### src/rtl/echo_pkg.sv
// Shared definitions for the echo block and its downstream indication queue.
package echo_pkg;

  localparam int ECHO_WIDTH = 32;

  typedef logic [ECHO_WIDTH-1:0] echo_payload_t;

  // Pointer width: index bits plus one wrap bit.
  function automatic int ptr_w(input int depth);
    return $clog2(depth) + 1;
  endfunction

endpackage

### src/rtl/queue_storage_ram.sv
// DEPTH x WIDTH register array: one synchronous write port, one asynchronous read port.
module queue_storage_ram #(
  parameter int DEPTH = 4,
  parameter int WIDTH = 32
) (
  input  logic                     clk_i,
  input  logic                     we_i,
  input  logic [$clog2(DEPTH)-1:0] waddr_i,
  input  logic [WIDTH-1:0]         wdata_i,
  input  logic [$clog2(DEPTH)-1:0] raddr_i,
  output logic [WIDTH-1:0]         rdata_o
);

  logic [WIDTH-1:0] mem_q [DEPTH];

  always_ff @(posedge clk_i) begin
    if (we_i) begin
      mem_q[waddr_i] <= wdata_i;
    end
  end

  assign rdata_o = mem_q[raddr_i];

endmodule

### src/rtl/echo_indication_queue.sv
// In-order queue sinking the echo block's heard indication; tracks occupancy,
// accepted-enqueue total and a sticky protocol-error flag.
module echo_indication_queue
  import echo_pkg::*;
#(
  parameter int DEPTH = 4,
  parameter int WIDTH = ECHO_WIDTH
) (
  input  logic                   CLK,
  input  logic                   RST,
  input  logic                   heard__ENA,
  input  logic [WIDTH-1:0]       heard_v,
  output logic                   heard__RDY,
  input  logic                   drain__ENA,
  output logic [WIDTH-1:0]       drain_v,
  output logic                   drain__RDY,
  output logic [$clog2(DEPTH):0] count,
  output logic [31:0]            heard_total,
  output logic                   err
);

  localparam int PW = ptr_w(DEPTH);
  localparam int AW = PW - 1;

  logic [PW-1:0] head_q, head_d;
  logic [PW-1:0] tail_q, tail_d;
  logic [31:0]   total_q, total_d;
  logic          err_q, err_d;
  logic          empty, full, enq, deq;

  assign empty = (head_q == tail_q);
  assign full  = (head_q[AW-1:0] == tail_q[AW-1:0]) && (head_q[AW] != tail_q[AW]);

  // Ready flags come only from registered pointers, never from the strobes.
  assign heard__RDY = !full;
  assign drain__RDY = !empty;

  assign enq = heard__ENA && !full;
  assign deq = drain__ENA && !empty;

  always_comb begin
    head_d  = head_q;
    tail_d  = tail_q;
    total_d = total_q;
    err_d   = err_q | (heard__ENA && full) | (drain__ENA && empty);
    if (enq) begin
      tail_d  = tail_q + PW'(1);
      total_d = total_q + 32'd1;
    end
    if (deq) begin
      head_d = head_q + PW'(1);
    end
  end

  always_ff @(posedge CLK) begin
    if (RST) begin
      head_q  <= '0;
      tail_q  <= '0;
      total_q <= '0;
      err_q   <= 1'b0;
    end else begin
      head_q  <= head_d;
      tail_q  <= tail_d;
      total_q <= total_d;
      err_q   <= err_d;
    end
  end

  queue_storage_ram #(
    .DEPTH (DEPTH),
    .WIDTH (WIDTH)
  ) u_storage (
    .clk_i   (CLK),
    .we_i    (enq && !RST),
    .waddr_i (tail_q[AW-1:0]),
    .wdata_i (heard_v),
    .raddr_i (head_q[AW-1:0]),
    .rdata_o (drain_v)
  );

  assign count       = tail_q - head_q;
  assign heard_total = total_q;
  assign err         = err_q;

endmodule

### config.mk
export PLATFORM = sky130hd
export DESIGN_NAME = echo_indication_queue
export DESIGN_NICKNAME = d
export VERILOG_FILES = /design/src/rtl/echo_pkg.sv /design/src/rtl/queue_storage_ram.sv /design/src/rtl/echo_indication_queue.sv
export SDC_FILE = /design/constraint.sdc
export NUM_CORES = 1
export LEC_CHECK = 0
export ABC_AREA = 1
export CAP_MARGIN = 30
export CORE_ASPECT_RATIO = 1.75
export CORE_MARGIN = 2
export CORE_UTILIZATION = 25
export CTS_BUF_LIST = sky130_fd_sc_hd__clkbuf_4 sky130_fd_sc_hd__clkbuf_8
export CTS_CLUSTER_SIZE = 28
export DETAILED_ROUTE_END_ITERATION = 10
export GPL_TIMING_DRIVEN = 0
export SLEW_MARGIN = 30
export SYNTH_ARGS = -nofsm -noshare
export SYNTH_HDL_FRONTEND = slang
export SYNTH_SLANG_ARGS = --single-unit
### constraint.sdc
create_clock -name CLK -period 2.7 [get_ports CLK]
set_input_delay 0.675 -clock CLK [delete_from_list [all_inputs] [get_ports CLK]]
set_output_delay 0.675 -clock CLK [all_outputs]
set_load 0.01 [all_outputs]
==> flow_summary.json, run 1 <==
{
  "status": "finished, final reports clean",
  "slew_violations": 0,
  "hold_ws_ns": 0.487,
  "grt_max_degree": 17,
  "drt_iter0_drc": 273,
  "timing.final.ws_setup_ns": 0.137,
  "hpwlAfterDp_um": 13100,
  "rr_worst_depth": 8,
  "required_ns": 2.03,
  "ys_ff_latch": 169,
  "worst_slew_pin_slew_ns": 0.582,
  "slew_headroom_pct": 61.2,
  "worstSkewPairLatency_ns": 0.46,
  "dieArea_um2": 29700,
  "ir_drop_uv": 243,
  "hold_buffers": 0,
  "grt_pass1_vias": 5123,
  "yosysWarnings": 0,
  "drt-total-wl_um": 18500,
  "cp.arrival_ns": 1.89,
  "slowest_delay_ns": 0.36,
  "synth_fp_nets": 706,
  "rsz0062_at_grt": "no",
  "start_util_pct": 25.3,
  "fin_skew_ns": 0.0181,
  "use_met3_pct": 3.87,
  "remaining_drc_errors": 0,
  "avgSynthCellArea_um2": 10.7,
  "fp-row-count": 81,
  "path_clk_slew_ns": 0.09,
  "r2r_setup_slack_ns": 0.24,
  "worstPathMaxFanout": 10,
  "io-pin-count": 106,
  "final-setup-viol-count": 0,
  "r2r_start": "tail_q[0]$_SDFFE_PP0P_",
  "dpl_cell_area_um2": 8770,
  "cp_cell_sequence": "buf_6 -> clkinv_4 -> clkbuf_8 -> o21ai_0 -> o22ai_1 -> dlygate4sd2_1",
  "synth_ff_type": "edfxtp_1",
  "cts_buffer_depth": 2,
  "final.min_clock_period_ns": 2.56,
  "p_comb_share_pct": 20.6,
  "postLayoutCoreUtil_pct": 33.1,
  "h-tree-depth": 4,
  "vias": 5239,
  "die_w_um": 131,
  "grt_pass1_wl_um": 27300,
  "fmax_mhz": 390,
  "finalPower_mw": 5.75,
  "design_area_um2": 9220,
  "power_frac_seq_pct": 50.6,
  "die_h_um": 226,
  "nNetsFinal": 843,
  "cp-start-kind": "register",
  "maxCapViolations": 0,
  "core_um2": 27900,
  "p_int_mw": 4.12,
  "synth.distinct_cells": 33,
  "path_buf_inv": 4,
  "crit_type": "register to output pin",
  "vias_per_cell": 4.43,
  "antenna_found_initial": 3,
  "busiest_layer": "met2",
  "layoutNonFillerInstCount": 1182,
  "clock_sinks": 169,
  "met1_usage_pct": 12.4,
  "numPortBuffers": 105,
  "nFillCells": 2831,
  "cts_tree": "done",
  "first_pass_iters": 4,
  "layout-drive-gt1-share_pct": 13.0,
  "power_leakage_nw": 3.19,
  "hold_violations": 0,
  "min_from": "err$_SDFF_PP0_",
  "whs_endpoint": "err$_SDFF_PP0_",
  "cp-end-kind": "output pin",
  "gp_congestion": 0.928,
  "switchingPower_mw": 1.63,
  "drtAntennaViolNets": 0,
  "avgRoutedWirePerCell_um": 15.7,
  "min_path_cells": 2,
  "p_per_area_nw_per_um2": 623,
  "ys_seq_area_share_pct": 66.0,
  "synth_edf_count": 128,
  "switching_share_pct": 28.4,
  "antenna_cells": 0,
  "async_reset_ff_share_pct": 0,
  "ctsRootBufferMaster": "clkbuf_8",
  "use_met2_pct": 22.5,
  "tns_ns": 0,
  "critPathSlowestCell": "dfxtp_1",
  "grtUsageTotal_pct": 12.5,
  "fin_crit_sh_pct": 94.9,
  "hp-class": "register to register",
  "critPathTopFamily": "buffers and inverters",
  "grt.overflow.total": 0,
  "cts_buffers": 17,
  "dp_cells": 1147,
  "pre_cts_ws_ns": -0.507,
  "netlist_area_um2": 7060,
  "postSynthCellCount": 661,
  "syn_to_final_growth_pct": 30.6,
  "regToRegEndpoint": "u_storage.mem_q[1][6]$_DFFE_PP_",
  "clkPwrFrac_pct": 28.8
}
-- logic make-up after synthesis --
group / synth area share, %
compound gates: 10.5
simple gates: 17.1
fa+ha+maj: 1.70
xor+xnor: 0.496
flops: 66.0
buf+inv: 4.18
-- how the worst max path moves through the flow --
stage / depth (start not counted) / from / endpoint
3_5_place_dp: 7 / heard__ENA / u_storage.mem_q[2][30]$_DFFE_PP_
4_1_cts: 9 / tail_q[0]$_SDFFE_PP0P_ / u_storage.mem_q[2][20]$_DFFE_PP_
6_report: 6 / register / drain_v[9]
2_1_floorplan: 7 / tail_q[0]$_SDFFE_PP0P_ / u_storage.mem_q[0][0]$_DFFE_PP_
5_1_grt: 5 / tail_q[0]$_SDFFE_PP0P_ / count[1]
3_3_place_gp: 5 / heard__ENA / u_storage.mem_q[3][25]$_DFFE_PP_
-- power by group through the flow --
| stage | combinational, mW | sequential (mW) | clock [mW] |
|---|---|---|---|
| finish | 1.18 | 2.91 | 1.65 |
| global route | 1.30 | 2.92 | 1.82 |
| CTS | 1.20 | 2.91 | 1.72 |
| detailed placement | 1.25 | 2.97 | 0 |
| global placement | 1.21 | 2.97 | 0 |
| floorplan | 0.560 | 2.96 | 0 |
-- worst register-to-register path: stages, from the launching register on --
cell,delay [ns]
dfxtp_2,0.36
inv_2,0.07
ha_1,0.29
nand2_1,0.09
inv_2,0.07
a21oi_4,0.31
nand2_1,0.31
nor2_4,0.44
buf_8,0.22
-- registers in the layout (all words and copies together), names as in the netlist, named ones only --
name	count
heard_total	32
tail_q	3
u_storage.mem_q	128
head_q	3
err	1
-- placed cells by master (no fill, tap or decap), types with 23 or more instances in the layout --
cell / netlist / final
nor2_1: 127 / 123
nand3_1: 27 / 27
dfxtp_1: 41 / 38
nand2_1: 76 / 76
a21oi_1: 23 / 23
clkdlybuf4s50_1: 0 / 69
o22ai_1: 32 / 29
inv_1: 46 / 44
o21ai_0: 73 / 70
dlygate4sd2_1: 0 / 35
edfxtp_1: 128 / 128
-- final cells by class --
type	instances	area (um^2)	area share [%]
flip-flops and latches	169	4670	50.6
inverters	51	196	2.13
clock inverters	10	96.3	1.04
clock buffers	20	256	2.78
plain buffers	24	189	2.05
multi-input cells	417	2150	23.3
repair buffers	118	1200	13.0
well taps	373	467	5.06
-- cells in the mapped netlist (6+ instances only) --
library cell / n / share of area (%)
ha_1: 8 / 1.4
nand4_1: 12 / 1.1
o22ai_1: 32 / 2.8
inv_1: 46 / 2.4
nor2_2: 8 / 0.71
nand2_1: 76 / 4.0
nor2_1: 127 / 6.7
dfxtp_1: 41 / 12
a21oi_1: 23 / 1.6
nand3_1: 27 / 1.9
clkbuf_1: 16 / 0.85
nor2_4: 6 / 0.96
o21ai_0: 73 / 5.2
edfxtp_1: 128 / 54
-- timing repair --
| item | 4_1_cts | 5_1_grt |
|---|---|---|
| pin swaps | 2 | 3 |
| hold endpoints to repair | 0 | 0 |
| endpoints found under the setup margin | 73 | 39 |
| gates cloned | 0 | 0 |
| gates resized for setup | 86 | 3 |
| buffers inserted | 2 | 3 |
-- metal layers --
metal  part of all wire, %  up-vias
met5                  0.22        -
met4                   3.6        6
met3                   6.1       44
met2                    52      160
met1                    38     2453
li1                      -     2576
No activity file was read; power rests on OpenSTA's default activity.
==> run 2, diff against run 1 <==
Settings changed: SETUP_SLACK_MARGIN set to 0.1.
==> run 2 against run 1 <==
Effect of this change:
- global-route usage is 0.059 points higher
- critical endpoint unchanged
- non-clock buffer count is 1 higher
- sequential power hardly changed
- fmax is 1.8% higher
- register-to-register slack better by 0.14 ns
- worst hold slack hardly changed
- sequential share of layout area is 0.23 points lower
- critical path depth stayed put
==> flow_summary.json, run 2 (same netlist as run 1, synthesis figures left out) <==
{
  "gp_congestion": 0.928,
  "status": "finished, final reports clean",
  "worst_slew_pin_slew_ns": 0.582,
  "grt_max_degree": 17,
  "largest-register": "u_storage.mem_q",
  "layout-drive-gt1-share_pct": 13.6,
  "path_clk_slew_ns": 0.09,
  "cts_tree": "done",
  "worstPathMaxFanout": 10,
  "largest_register_ffs": 128,
  "fin_skew_ns": 0.0183,
  "syn_to_final_growth_pct": 31.2,
  "slew_headroom_pct": 61.2,
  "antenna_found_initial": 3,
  "r2r_start": "tail_q[0]$_SDFFE_PP0P_",
  "cts_buffer_depth": 2,
  "avgRoutedWirePerCell_um": 15.7,
  "maxCapViolations": 0,
  "drt-total-wl_um": 18600,
  "rsz0062_at_grt": "yes",
  "design_area_um2": 9270,
  "hpwlAfterDp_um": 13100,
  "ctsRootBufferMaster": "clkbuf_8",
  "nNetsFinal": 844,
  "final-setup-viol-count": 0,
  "grt_pass1_wl_um": 27400,
  "cp-start-kind": "register",
  "crit_end": "drain_v[9]",
  "power_leakage_nw": 3.21,
  "grt_pass1_vias": 5145,
  "drtAntennaViolNets": 0,
  "required_ns": 2.03,
  "antenna_cells": 0,
  "rr_worst_depth": 9,
  "slew_violations": 0,
  "cts_buffers": 17,
  "layout_commonest_cell": "edfxtp_1",
  "dpl_cell_area_um2": 8770,
  "first_pass_iters": 4,
  "hold_ws_ns": 0.487,
  "layout_common_cells": "edfxtp_1 (128), nor2_1 (123), nand2_1 (76), o21ai_0 (69), clkdlybuf4s50_1 (69)",
  "final.min_clock_period_ns": 2.52,
  "fin_crit_sh_pct": 93.3,
  "cp.arrival_ns": 1.84,
  "hp-class": "register to register",
  "fp-row-count": 81,
  "die_w_um": 131,
  "drt_iter0_drc": 276,
  "remaining_drc_errors": 0,
  "cp-end-kind": "output pin",
  "die_h_um": 226,
  "critPathSlowestCell": "dfxtp_2",
  "worstSkewPairLatency_ns": 0.45,
  "p_per_area_nw_per_um2": 622,
  "timing.final.ws_setup_ns": 0.182,
  "grt.overflow.total": 0,
  "io-pin-count": 106,
  "core_um2": 27900,
  "clock_sinks": 169,
  "numPortBuffers": 105,
  "fmax_mhz": 397,
  "pre_cts_ws_ns": -0.507,
  "vias": 5236,
  "postLayoutCoreUtil_pct": 33.3,
  "h-tree-depth": 4,
  "start_util_pct": 25.3,
  "dieArea_um2": 29700,
  "crit_type": "register to output pin",
  "vias_per_cell": 4.43,
  "tns_ns": 0,
  "hold_violations": 0,
  "cp_cell_sequence": "buf_6 -> clkinv_4 -> clkbuf_8 -> o21ai_0 -> o22ai_1 -> clkdlybuf4s15_1",
  "slowest_delay_ns": 0.34,
  "regToRegEndpoint": "u_storage.mem_q[3][31]$_DFFE_PP_",
  "ir_drop_uv": 243,
  "r2r_setup_slack_ns": 0.38,
  "grtUsageTotal_pct": 12.6
}
==> run 2: changes by cell type in the layout (fill, tap and decap cells not counted), moves of 2 or more <==
cell,delta
dfxtp_1,-2
buf_2,+2
dlygate4sd2_1,-2
buf_4,-3
buf_6,+2
clkbuf_8,+2
dfxtp_2,+2
==> run 2: cell type report <==
| type | count | area, um^2 |
|---|---|---|
| Buffer | 24 | 211 |
| Inverter | 51 | 196 |
| Clock buffer | 20 | 256 |
| Multi-Input combinational cell | 417 | 2160 |
| Timing Repair Buffer | 119 | 1210 |
| Sequential cell | 169 | 4670 |
| Clock inverter | 10 | 96.3 |
| Fill cell | 2816 | 18600 |
| Tap cell | 373 | 467 |
==> run 2: repair_timing <==
action | in CTS | in global routing
hold buffers | 0 | 0
cloned | 1 | 0
buffers inserted | 4 | 1
endpoints found under the setup margin | 84 | 13
pin swaps | 5 | 3
gates resized for setup | 94 | 8
==> run 2: power breakdown <==
group	leakage, nW	switching [mW]	total (mW)	internal [mW]
sequential	1.50	0.0373	2.91	2.88
clock	0.179	0.894	1.65	0.755
combinational	1.53	0.700	1.20	0.500
==> run 2: per-layer routing <==
| layer | vias to the layer above | wire length, um | global-route usage (%) | share of wire, % |
|---|---|---|---|---|
| li1 | 2576 | - | - | - |
| met1 | 2438 | 6910 | 12.4 | 37 |
| met2 | 171 | 9750 | 22.7 | 52 |
| met3 | 45 | 1220 | 3.96 | 6.5 |
| met4 | 6 | 679 | 7.41 | 3.7 |
| met5 | - | 40 | 0 | 0.22 |
==> run 2: per-stage QoR <==
stage,power (mW),instances
global placement,4.18,1139
finish,5.76,1183
global route,6.05,1183
floorplan,3.52,661
detailed placement,4.22,1147
CTS,5.85,1182
==> run 2: worst min path at each step <==
stage                      startpoint                endpoint  slack (ns)  cells after the start
6_report               err$_SDFF_PP0_          err$_SDFF_PP0_        0.49                      2
5_1_grt        head_q[0]$_SDFFE_PP0P_  head_q[0]$_SDFFE_PP0P_        0.52                      1
4_1_cts                err$_SDFF_PP0_          err$_SDFF_PP0_        0.49                      2
3_5_place_dp           err$_SDFF_PP0_          err$_SDFF_PP0_        0.46                      2
3_3_place_gp           err$_SDFF_PP0_          err$_SDFF_PP0_        0.45                      2
2_1_floorplan  head_q[0]$_SDFFE_PP0P_                register        0.46                      1
==> run 2: worst max-delay path, delay by kind of cell (launching register included) <==
family	cells	cell delay (ns)
buffers and inverters	4	0.70
AOI/OAI and AO/OA	2	0.35
DFF	1	0.34
